==> config.mk <==
export PLATFORM = sky130hd
export DESIGN_NAME = queue_occupancy_counter
export DESIGN_NICKNAME = d
export VERILOG_FILES = /design/src/rtl/sbqm_pkg.sv /design/src/rtl/occ_chan.sv /design/src/rtl/queue_occupancy_counter.sv
export SDC_FILE = /design/constraint.sdc
export NUM_CORES = 1
export LEC_CHECK = 0
export CAP_MARGIN = 20
export CELL_PAD_IN_SITES_DETAIL_PLACEMENT = 0
export CELL_PAD_IN_SITES_GLOBAL_PLACEMENT = 1
export CORE_MARGIN = 3
export CORE_UTILIZATION = 30
export DETAILED_ROUTE_END_ITERATION = 10
export PLACE_DENSITY = 0.67
export SETUP_SLACK_MARGIN = 0.1
export SLEW_MARGIN = 0
export SYNTH_ARGS = -nofsm -noshare
export SYNTH_HDL_FRONTEND = slang
export SYNTH_HIERARCHICAL = 1
export SYNTH_SLANG_ARGS = --single-unit
==> constraint.sdc <==
create_clock -name clk -period 6.37 [get_ports clk]
set_clock_uncertainty 0.1 [all_clocks]
set_input_delay 0.637 -clock clk [delete_from_list [all_inputs] [get_ports clk]]
set_output_delay 0.637 -clock clk [all_outputs]
set_load 0.005 [all_outputs]
==> src/rtl/sbqm_pkg.sv <==
// Shared types and helpers for the multi-channel queue occupancy counter.
// Event encoding and total-width helper live here.
package sbqm_pkg;

    typedef enum logic [1:0] {
        EV_NONE = 2'b00,
        EV_INC  = 2'b01,
        EV_DEC  = 2'b10,
        EV_BOTH = 2'b11
    } occ_ev_e;

    function automatic int occ_total_w(input int n, input int nch);
        return n + $clog2(nch + 1);
    endfunction

endpackage

==> src/rtl/occ_chan.sv <==
// One occupancy channel: sensor synchronisers, rising-edge detect,
// saturating counter with full/empty/almost-full and sticky error flags.
module occ_chan
    import sbqm_pkg::*;
#(
    parameter int N           = 3,
    parameter int SYNC_STAGES = 2
) (
    input  logic         clk,
    input  logic         reset_n,
    input  logic         inc_lvl,
    input  logic         dec_lvl,
    input  logic         clr_cnt,
    input  logic         clr_flags,
    input  logic [N-1:0] afull_thresh,
    output logic [N-1:0] count,
    output logic         full,
    output logic         empty,
    output logic         afull,
    output logic         ovf,
    output logic         unf
);

    localparam logic [N-1:0] MAX = '1;

    logic    inc_s;
    logic    dec_s;
    logic    inc_prev;
    logic    dec_prev;
    occ_ev_e ev;

    // Sync flops reset high so a sensor held through reset is not counted.
    if (SYNC_STAGES > 0) begin : g_sync
        logic [SYNC_STAGES-1:0] inc_sync;
        logic [SYNC_STAGES-1:0] dec_sync;

        always_ff @(posedge clk or negedge reset_n) begin
            if (!reset_n) begin
                inc_sync <= '1;
                dec_sync <= '1;
            end else begin
                inc_sync[0] <= inc_lvl;
                dec_sync[0] <= dec_lvl;
                for (int i = 1; i < SYNC_STAGES; i++) begin
                    inc_sync[i] <= inc_sync[i-1];
                    dec_sync[i] <= dec_sync[i-1];
                end
            end
        end

        assign inc_s = inc_sync[SYNC_STAGES-1];
        assign dec_s = dec_sync[SYNC_STAGES-1];
    end else begin : g_nosync
        assign inc_s = inc_lvl;
        assign dec_s = dec_lvl;
    end

    assign ev    = occ_ev_e'({dec_s & ~dec_prev, inc_s & ~inc_prev});
    assign full  = (count == MAX);
    assign empty = (count == '0);
    assign afull = (count >= afull_thresh);

    // Flag clear comes first so a same-cycle set overrides it.
    always_ff @(posedge clk or negedge reset_n) begin
        if (!reset_n) begin
            inc_prev <= 1'b1;
            dec_prev <= 1'b1;
            count    <= '0;
            ovf      <= 1'b0;
            unf      <= 1'b0;
        end else begin
            inc_prev <= inc_s;
            dec_prev <= dec_s;
            if (clr_flags) begin
                ovf <= 1'b0;
                unf <= 1'b0;
            end
            if (clr_cnt) begin
                count <= '0;
            end else begin
                unique case (ev)
                    EV_INC: begin
                        if (full) ovf <= 1'b1;
                        else      count <= count + 1'b1;
                    end
                    EV_DEC: begin
                        if (empty) unf <= 1'b1;
                        else       count <= count - 1'b1;
                    end
                    default: ;
                endcase
            end
        end
    end

endmodule

==> src/rtl/queue_occupancy_counter.sv <==
// Multi-channel queue occupancy counter: NCH independent saturating
// channels sharing clear controls and threshold, plus an aggregate total.
module queue_occupancy_counter
    import sbqm_pkg::*;
#(
    parameter int N           = 3,
    parameter int NCH         = 2,
    parameter int SYNC_STAGES = 2
) (
    input  logic                               clk,
    input  logic                               reset_n,
    input  logic [NCH-1:0]                     inc_lvl,
    input  logic [NCH-1:0]                     dec_lvl,
    input  logic                               clr_cnt,
    input  logic                               clr_flags,
    input  logic [N-1:0]                       afull_thresh,
    output logic [NCH-1:0][N-1:0]              count,
    output logic [NCH-1:0]                     full,
    output logic [NCH-1:0]                     empty,
    output logic [NCH-1:0]                     afull,
    output logic [NCH-1:0]                     ovf,
    output logic [NCH-1:0]                     unf,
    output logic [occ_total_w(N, NCH)-1:0]     total
);

    localparam int TW = occ_total_w(N, NCH);

    for (genvar c = 0; c < NCH; c++) begin : g_chan
        occ_chan #(
            .N           (N),
            .SYNC_STAGES (SYNC_STAGES)
        ) u_chan (
            .clk          (clk),
            .reset_n      (reset_n),
            .inc_lvl      (inc_lvl[c]),
            .dec_lvl      (dec_lvl[c]),
            .clr_cnt      (clr_cnt),
            .clr_flags    (clr_flags),
            .afull_thresh (afull_thresh),
            .count        (count[c]),
            .full         (full[c]),
            .empty        (empty[c]),
            .afull        (afull[c]),
            .ovf          (ovf[c]),
            .unf          (unf[c])
        );
    end

    always_comb begin
        total = '0;
        for (int c = 0; c < NCH; c++) begin
            total = total + TW'(count[c]);
        end
    end

endmodule

Word level (Yosys, flattened, before mapping)
Index checks and enable logic that the tools add are counted.
{"block": "totals", "inputBits": 11, "word_cells": 69, "output_inout_bits": 21, "register_bits": 22}
{"block": "classes", "n_addsub": 5, "eq_ne": 10, "order_cmp": 2, "mux": 24, "n_reduce_logical": 6, "bitwise_logic": 8}
{"op": "3-bit two-way mux", "count": 6}
{"op": "1-bit two-way mux", "count": 16}
{"op": "3-bit != test, second input constant", "count": 4}
{"op": "3-bit case mux with 2 select lines", "count": 2}
{"op": "3-bit by 1-bit adder with 3-bit output, second input constant", "count": 2}
{"op": "3-bit equality test, second input constant", "count": 2}
{"op": "3-bit >= comparator", "count": 2}
{"op": "3-bit zero test", "count": 2}
{"op": "3-bit AND reduction", "count": 2}
{"op": "3-bit nonzero test", "count": 2}
{"op": "3-bit by 1-bit subtractor with 3-bit output, second input constant", "count": 2}
{"op": "3-bit by 3-bit adder with 4-bit output", "count": 1}
{"op": "1-bit bitwise AND", "count": 4}
{"op": "2-bit by 1-bit equality test with 1-bit output, second input constant", "count": 2}
{"op": "2-bit equality test, second input constant", "count": 2}
{"op": "1-bit NOT", "count": 4}

Logic depth before layout (Yosys ltp)
Gate-level depths: netlist (run 1).
{"block": "depth", "ltp_word": 5, "ltp_mapped": 9, "mapped_depth_nobuf": 8}

Hierarchy
Netlist (run 1), hierarchy kept.
{"mod": "occ_chan", "area_per_inst_um2": 634.4, "n_inst": 2, "cells_each": 62, "seq_area_each_um2": 282.8}
{"mod": "queue_occupancy_counter", "area_per_inst_um2": 106.4, "n_inst": 1, "cells_each": 14, "seq_area_each_um2": 0.0}

Least setup slack after synthesis (run 1)
No wires, ideal clock.
{"block": "synth_path", "kind": "in2out", "startpoint": "input port afull_thresh[0]", "endpoint": "output port afull[0]", "arrival_time_ps": 1362, "path_buffers": 0, "setup_slack_ps": 4271, "path_stages": 4, "path_cell_list": "ha_1 nand2b_1 a21o_1 a21o_1"}
{"block": "synth_between", "elab_chain_len": 1}
{"item": "start, declared", "line": "queue_occupancy_counter.sv:16", "source": "input logic [N-1:0] afull_thresh,"}
{"item": "3-bit >= comparator", "line": "occ_chan.sv:61", "source": "assign afull = (count >= afull_thresh);"}
{"item": "end, declared", "line": "queue_occupancy_counter.sv:20", "source": "output logic [NCH-1:0] afull,"}
Every way passes these cells.

Final worst setup path (run 1)
{"block": "layout_path", "startpoint": "input port afull_thresh[0]", "endpoint": "output port afull[1]"}
The elaborated chain is that of the path after synthesis.

==> results.md, run 1 <==
* FP Rows at 23
* Synth Cell Area at 1380 µm²
* CTS tree: built
* Post-synth top cells: inv_1 (16), dfstp_2 (12), ha_1 (11)
* Pre-antenna DRT Iters at 6
* Crit path arrival time at 2290 ps
* Slew headroom at 62.9%
* Crit Path Class: primary input to output port
* ANT cells at 0
* R2R Path Start: g_chan[0].u_chan/g_sync.inc_sync[1]$_DFF_PN1_
* Hold/Removal Path Class: flip-flop to flip-flop
* DIE HEIGHT at 73.7 µm
* Layout Nets at 188
* Final worst slack at 3340 ps
* Clock sink total at 22
* Total placed cells including tap cells at 209
* Post-Layout Cell Count at 213
* DIE AREA at 5430 µm²
* Final period util at 47.6%
* Antenna violations before repair at 0
* GR Overflow Total at 0
* # DRC at 0
* ANT nets after route at 0
* Core Footprint at 4200 µm²
* Mean post-synth cell area at 9.96 µm²
* Crit path cell chain: clkdlybuf4s50_1 -> ha_1 -> nand2b_1 -> a21o_1 -> a21o_1 -> clkdlybuf4s50_1
* Filler Cells Inserted at 421
* Maximum VDD drop at 0.0868 mV
* GR Util All Layers at 11.5%
* Port bufs at 30
* Max Cap Viol at 0
* Area grow syn2layout at 25.8%
* Pwr dens at 192 nW/µm²
* Buffer levels on the longest clock path at 2
* Drt total wl at 2980 µm
* Routed vias at 1086
* DRT iter0 DRCs at 35
* Final Max Slew Viols at 0
* HP Start: g_chan[1].u_chan/g_sync.dec_sync[0]$_DFF_PN1_
* Synth Net Count at 161
* Crit Path Max Fanout at 2
* Flop2flop setup slack at 3840 ps
* Tmin final at 3030 ps
* Worst reg2reg endpoint: g_chan[0].u_chan/count[2]$_DFFE_PN0P_
* Critical path's slowest cell: clkdlybuf4s50_1
* Yosys top cell by area: dfstp_2
* Share of cells above drive strength 1 at 14.7%
* Hold endpoint: g_chan[1].u_chan/g_sync.dec_sync[1]$_DFF_PN1_
* Number of synthesized flops with an enable pin at 0
* Synth area leaders: dfstp_2 (23%), dfrtp_1 (18%), ha_1 (10%)
* Latest clock arrival within the worst-skew pair at 260 ps
* Num CTS Buffers at 3
* Final HPWL DP at 2190 µm
* Largest net degree at the start of global routing at 23
* Least-Margin Pin Slew at 555 ps
* Unrepaired setup endpoints after global routing: no
* Final Hold Vio Count at 0
* Worst path max stage delay at 450 ps
* Most used DFF post-synth: dfstp_2
* Post-synthesis register bit count at 22
* RD Place Congestion at 0.757
* Pre-CTS setup slack at 3330 ps
* Setup Viol. Count Final at 0
* Cells after synthesis at 138
* Final TNS setup at 0 ps
* Critical Path Sink Type: output port
* Post-CTS setup buffer count at 0
* Startpoint types: primary input
* Post-synthesis sequential area ratio at 41.1%
* WP data required at 5630 ps
* Async SR Flop Fraction at 100%
* Netlist cell types at 36
* Initial core utilization at 32.7%
* Top-count cell post-synth: inv_1
* Number of global-route vias before repair at 1054
* Hold path depth at 0
* First-pass GRT wire length at 4920 µm
* Root buf cell: clkbuf_8
* Leak pwr at 0.755 nW
* Ys Warns at 6
* H-tree levels at 1
* Chip Width at 73.7 µm
* Share of the synthesized area in the top cell type at 22.9%
* Routed wire length per instance at 14.0 µm
* FF-to-FF path depth at 8
* Post-CTS Hold Buffers at 0
* CTS resizes at 0
* # IOs at 32
* Status: finished, final reports clean
* Vias per std cell at 5.10
* Max Clock Freq at 330 MHz
* Clock transition at path regs at 80 ps
metal layers:
metal / vias to the layer above / GRT usage (%) / wire [µm]
li1: 539 / - / -
met1: 519 / 14.6 / 1380
met2: 26 / 19.3 / 1420
met3: 2 / 2.19 / 158
met4: 0 / 4.23 / 17
met5: - / 0 / 0
where the power goes:
group | total (mW) | internal [mW] | switching [mW]
sequential | 0.163 | 0.150 | 0.0125
combinational | 0.0829 | 0.0485 | 0.0344
clock | 0.0859 | 0.0422 | 0.0437
total | 0.331 | 0.241 | 0.0906
critical path, delay by kind of cell:
| kind | cells | cell delay, ps |
|---|---|---|
| AND/OR/NAND/NOR | 1 | 140 |
| AO/OA/AOI/OAI | 2 | 350 |
| adder cells (fa/ha/maj) | 1 | 290 |
| buffers and inverters | 2 | 880 |
through the flow:
step / total power, mW / instance area [µm²] / hold WS (ps) / util [%]
after floorplan: 0.208 / 1380 / 241 / -
after global routing: 0.353 / 1730 / 262 / 41.2
after CTS: 0.336 / 1710 / 258 / 40.8
final: 0.331 / 1730 / 257 / 41.2
after global placement: 0.245 / 1670 / 245 / 39.8
after detailed placement: 0.248 / 1670 / 247 / 39.8
cell families (layout without fill, tap and decap cells):
logic type	Yosys count	after routing	share of synthesized area, %
compound gates	29	29	15.3
xor+xnor	5	5	3.19
fa+ha+maj	12	12	11.5
buf+inv	25	50	9.10
flops	22	22	41.1
other cells	1	1	0.273
simple gates	44	44	19.6
how the worst max path moves through the flow:
stage                          end            start  cells after the start
after floorplan           afull[0]  afull_thresh[0]                      4
after global placement    afull[0]  afull_thresh[0]                      6
after detailed placement  afull[1]  afull_thresh[0]                      6
after CTS                 afull[1]  afull_thresh[0]                      6
after global routing      afull[1]  afull_thresh[0]                      6
final                     afull[1]  afull_thresh[0]                      6
state kept, by name (all words and copies together) (netlist names):
| register | count |
|---|---|
| g_chan.u_chan/unf | 2 |
| g_chan.u_chan/dec_prev | 2 |
| g_chan.u_chan/count | 6 |
| g_chan.u_chan/g_sync.inc_sync | 4 |
| g_chan.u_chan/inc_prev | 2 |
| g_chan.u_chan/ovf | 2 |
| g_chan.u_chan/g_sync.dec_sync | 4 |
cells in the final DEF (no fill, tap or decap), drive strengths merged, types with 3 or more instances in the layout:
| cell | instances |
|---|---|
| xnor2 | 3 |
| inv | 16 |
| ha | 11 |
| nand2b | 6 |
| clkdlybuf4s50 | 30 |
| clkbuf | 3 |
| dfrtp | 10 |
| nor3 | 8 |
| dfstp | 12 |
| nand3 | 7 |
| nand2 | 3 |
| a21o | 4 |
| nor2 | 4 |
| a21oi | 9 |
layout make-up:
class                   count  area, µm²  area share, %
flip-flops and latches     22        566           32.7
well taps                  50       62.6           3.62
multi-input cells          91        684           39.6
clock buffers               3       41.3           2.39
repair buffers             31        315           18.2
inverters                  16       60.1           3.47
Note: power is estimated with default switching activity, not from simulation.
==> inputs of run 2 (changes only) <==
clock period = 2.99 ns   (was 6.37 ns; I/O delays follow)
==> results.md, run 2 (same netlist as run 1, synthesis figures left out) <==
* CTS resizes at 0 (unchanged)
* Tmin final at 2550 ps
* Post-CTS Hold Buffers at 0 (unchanged)
* Slew headroom at 37.5% (was 62.9%)
* Latest clock arrival within the worst-skew pair at 270 ps (was 260 ps)
* # IOs at 32 (unchanged)
* Startpoint types: flip-flop (was primary input)
* Largest register by flop count: g_chan.u_chan/count (unchanged)
* Buffer levels on the longest clock path at 2 (unchanged)
* Hold slack at 259 ps (was 257 ps)
* Drt total wl at 2910 µm (was 2980 µm)
* Final Max Slew Viols at 0 (unchanged)
* Critical path's slowest cell: dfrtp_1 (was clkdlybuf4s50_1)
* Antenna violations before repair at 0 (unchanged)
* Initial core utilization at 32.7% (unchanged)
* Critical Path Sink Type: output port (unchanged)
* Max FFs per register at 6 (unchanged)
* Top flop regs: g_chan.u_chan/count (6), g_chan.u_chan/g_sync.dec_sync (4), g_chan.u_chan/g_sync.inc_sync (4) (unchanged)
* DIE HEIGHT at 73.7 µm (unchanged)
* Maximum VDD drop at 0.260 mV (was 0.0868 mV)
* Routed wire length per instance at 13.5 µm (was 14.0 µm)
* RD Place Congestion at 0.747 (was 0.757)
* Layout Nets at 190 (was 188)
* Final TNS setup at 0 ps (unchanged)
* Max Cap Viol at 0 (unchanged)
* Crit Path Class: flip-flop to output port (was primary input to output port)
* Core Footprint at 4200 µm² (unchanged)
* GRT met3 Usage at 2.05% (was 2.19%)
* Hold/Removal Path Class: flip-flop to flip-flop (unchanged)
* Max Clock Freq at 392 MHz
* Fin area at 1770 µm² (was 1730 µm²)
* Port bufs at 30 (unchanged)
* ANT cells at 0 (unchanged)
* Setup Viol. Count Final at 0 (unchanged)
* Final Hold Vio Count at 0 (unchanged)
* Least-Margin Pin Slew at 935 ps (was 555 ps)
* Status: finished, final reports clean (unchanged)
* Most frequent cells in the layout: clkdlybuf4s50_1 (30), inv_1 (16), dfstp_2 (12) (unchanged)
* Power, Total at 0.807 mW (was 0.331 mW)
* Vias per std cell at 5.29 (was 5.10)
* # DRC at 0 (unchanged)
* H-tree levels at 1 (unchanged)
* Crit path arrival time at 2150 ps (was 2290 ps)
* GRT busiest layer: met2 (unchanged)
* Area grow syn2layout at 28.5% (was 25.8%)
* GR Overflow Total at 0 (unchanged)
* DIE AREA at 5430 µm² (unchanged)
* GR Util met1 at 15.2% (was 14.6%)
* Largest net degree at the start of global routing at 22 (was 23)
* GRT met2 Usage at 19.4% (was 19.3%)
* Clock transition at path regs at 80 ps (about the same)
* Unrepaired setup endpoints after global routing: no (unchanged)
* Root buf cell: clkbuf_8 (unchanged)
* Chip Width at 73.7 µm (unchanged)
* Routed vias at 1142 (was 1086)
* Share of cells above drive strength 1 at 16.3% (was 14.7%)
* Pre-antenna DRT Iters at 4 (was 6)
* ANT nets after route at 0 (unchanged)
* WP data required at 2590 ps (was 5630 ps)
* Worst path max stage delay at 550 ps (was 450 ps)
* Crit path cell chain: ha_1 -> inv_1 -> fa_1 -> xnor2_1 -> clkdlybuf4s50_1 (was clkdlybuf4s50_1 -> ha_1 -> nand2b_1 -> a21o_1 -> a21o_1 -> clkdlybuf4s50_1)
* Final period util at 85.4%
* Clock sink total at 22 (unchanged)
* Num CTS Buffers at 3 (unchanged)
* Most common cell after layout, fill and taps aside: clkdlybuf4s50_1 (unchanged)
* Number of global-route vias before repair at 1114 (was 1054)
* Crit Path Max Fanout at 11 (was 2)
* Final HPWL DP at 2150 µm (was 2190 µm)
* FP Rows at 23 (unchanged)
* GR Util All Layers at 11.6% (was 11.5%)
* Post-CTS setup buffer count at 0 (unchanged)
* CTS tree: built (unchanged)
* Placed Area at 1700 µm² (was 1670 µm²)
* Leak pwr at 0.777 nW (was 0.755 nW)
* First-pass GRT wire length at 5020 µm (was 4920 µm)
* DRT iter0 DRCs at 41 (was 35)
* Pwr dens at 457 nW/µm² (was 192 nW/µm²)
## run 2: where the power goes
part,switching [mW],leakage (nW),internal (mW)
logic,0.0715,0.480,0.104
clock network,0.106,0.0357,0.179
registers,0.0268,0.261,0.320
total,0.204,0.777,0.603
## run 2: worst max-delay path, delay by kind of cell (launching register included)
kind                     cells  cell delay, ps
adder cells (fa/ha/maj)      2             610
flip-flops                   1             550
buffers and inverters        2             580
XOR/XNOR                     1             150
## run 2: cell type report
type                            count  area (µm²)
Tap cell                           50        62.6
Clock inverter                      1        30.0
Fill cell                         410        2430
Clock buffer                        3        41.3
Multi-Input combinational cell     91         684
Timing Repair Buffer               33         323
Sequential cell                    22         566
Inverter                           16        60.1
## run 2: final timing paths
path                       slack (ps)  cells after the start                                     startpoint                                            end
setup / recovery                  440                      5          g_chan[1].u_chan/count[0]$_DFFE_PN0P_                                       total[2]
hold / removal                    260                      0  g_chan[1].u_chan/g_sync.dec_sync[0]$_DFF_PN1_  g_chan[1].u_chan/g_sync.dec_sync[1]$_DFF_PN1_
setup reg to reg                  740                      7  g_chan[0].u_chan/g_sync.dec_sync[1]$_DFF_PN1_          g_chan[0].u_chan/count[2]$_DFFE_PN0P_
hold reg to reg                   260                      0  g_chan[1].u_chan/g_sync.dec_sync[0]$_DFF_PN1_  g_chan[1].u_chan/g_sync.dec_sync[1]$_DFF_PN1_
max in group asynchronous        1670                      2                                        reset_n  g_chan[0].u_chan/g_sync.dec_sync[1]$_DFF_PN1_
min in group asynchronous         450                      1                                        reset_n                 g_chan[1].u_chan/ovf$_DFF_PN0_
## run 2: stage by stage
step	setup slack, ps	utilization, %	cells
after CTS	403	42.0	216
after global placement	668	40.4	212
after floorplan	920	-	138
after global routing	276	42.0	216
final	437	42.0	216
after detailed placement	653	40.4	212
## run 2: routing by layer
layer,routed length (µm),vias up,part of all wire (%)
met5,0,-,0
met4,24,0,0.83
met3,161,4,5.5
met2,1370,30,47
met1,1350,564,46
li1,-,544,-
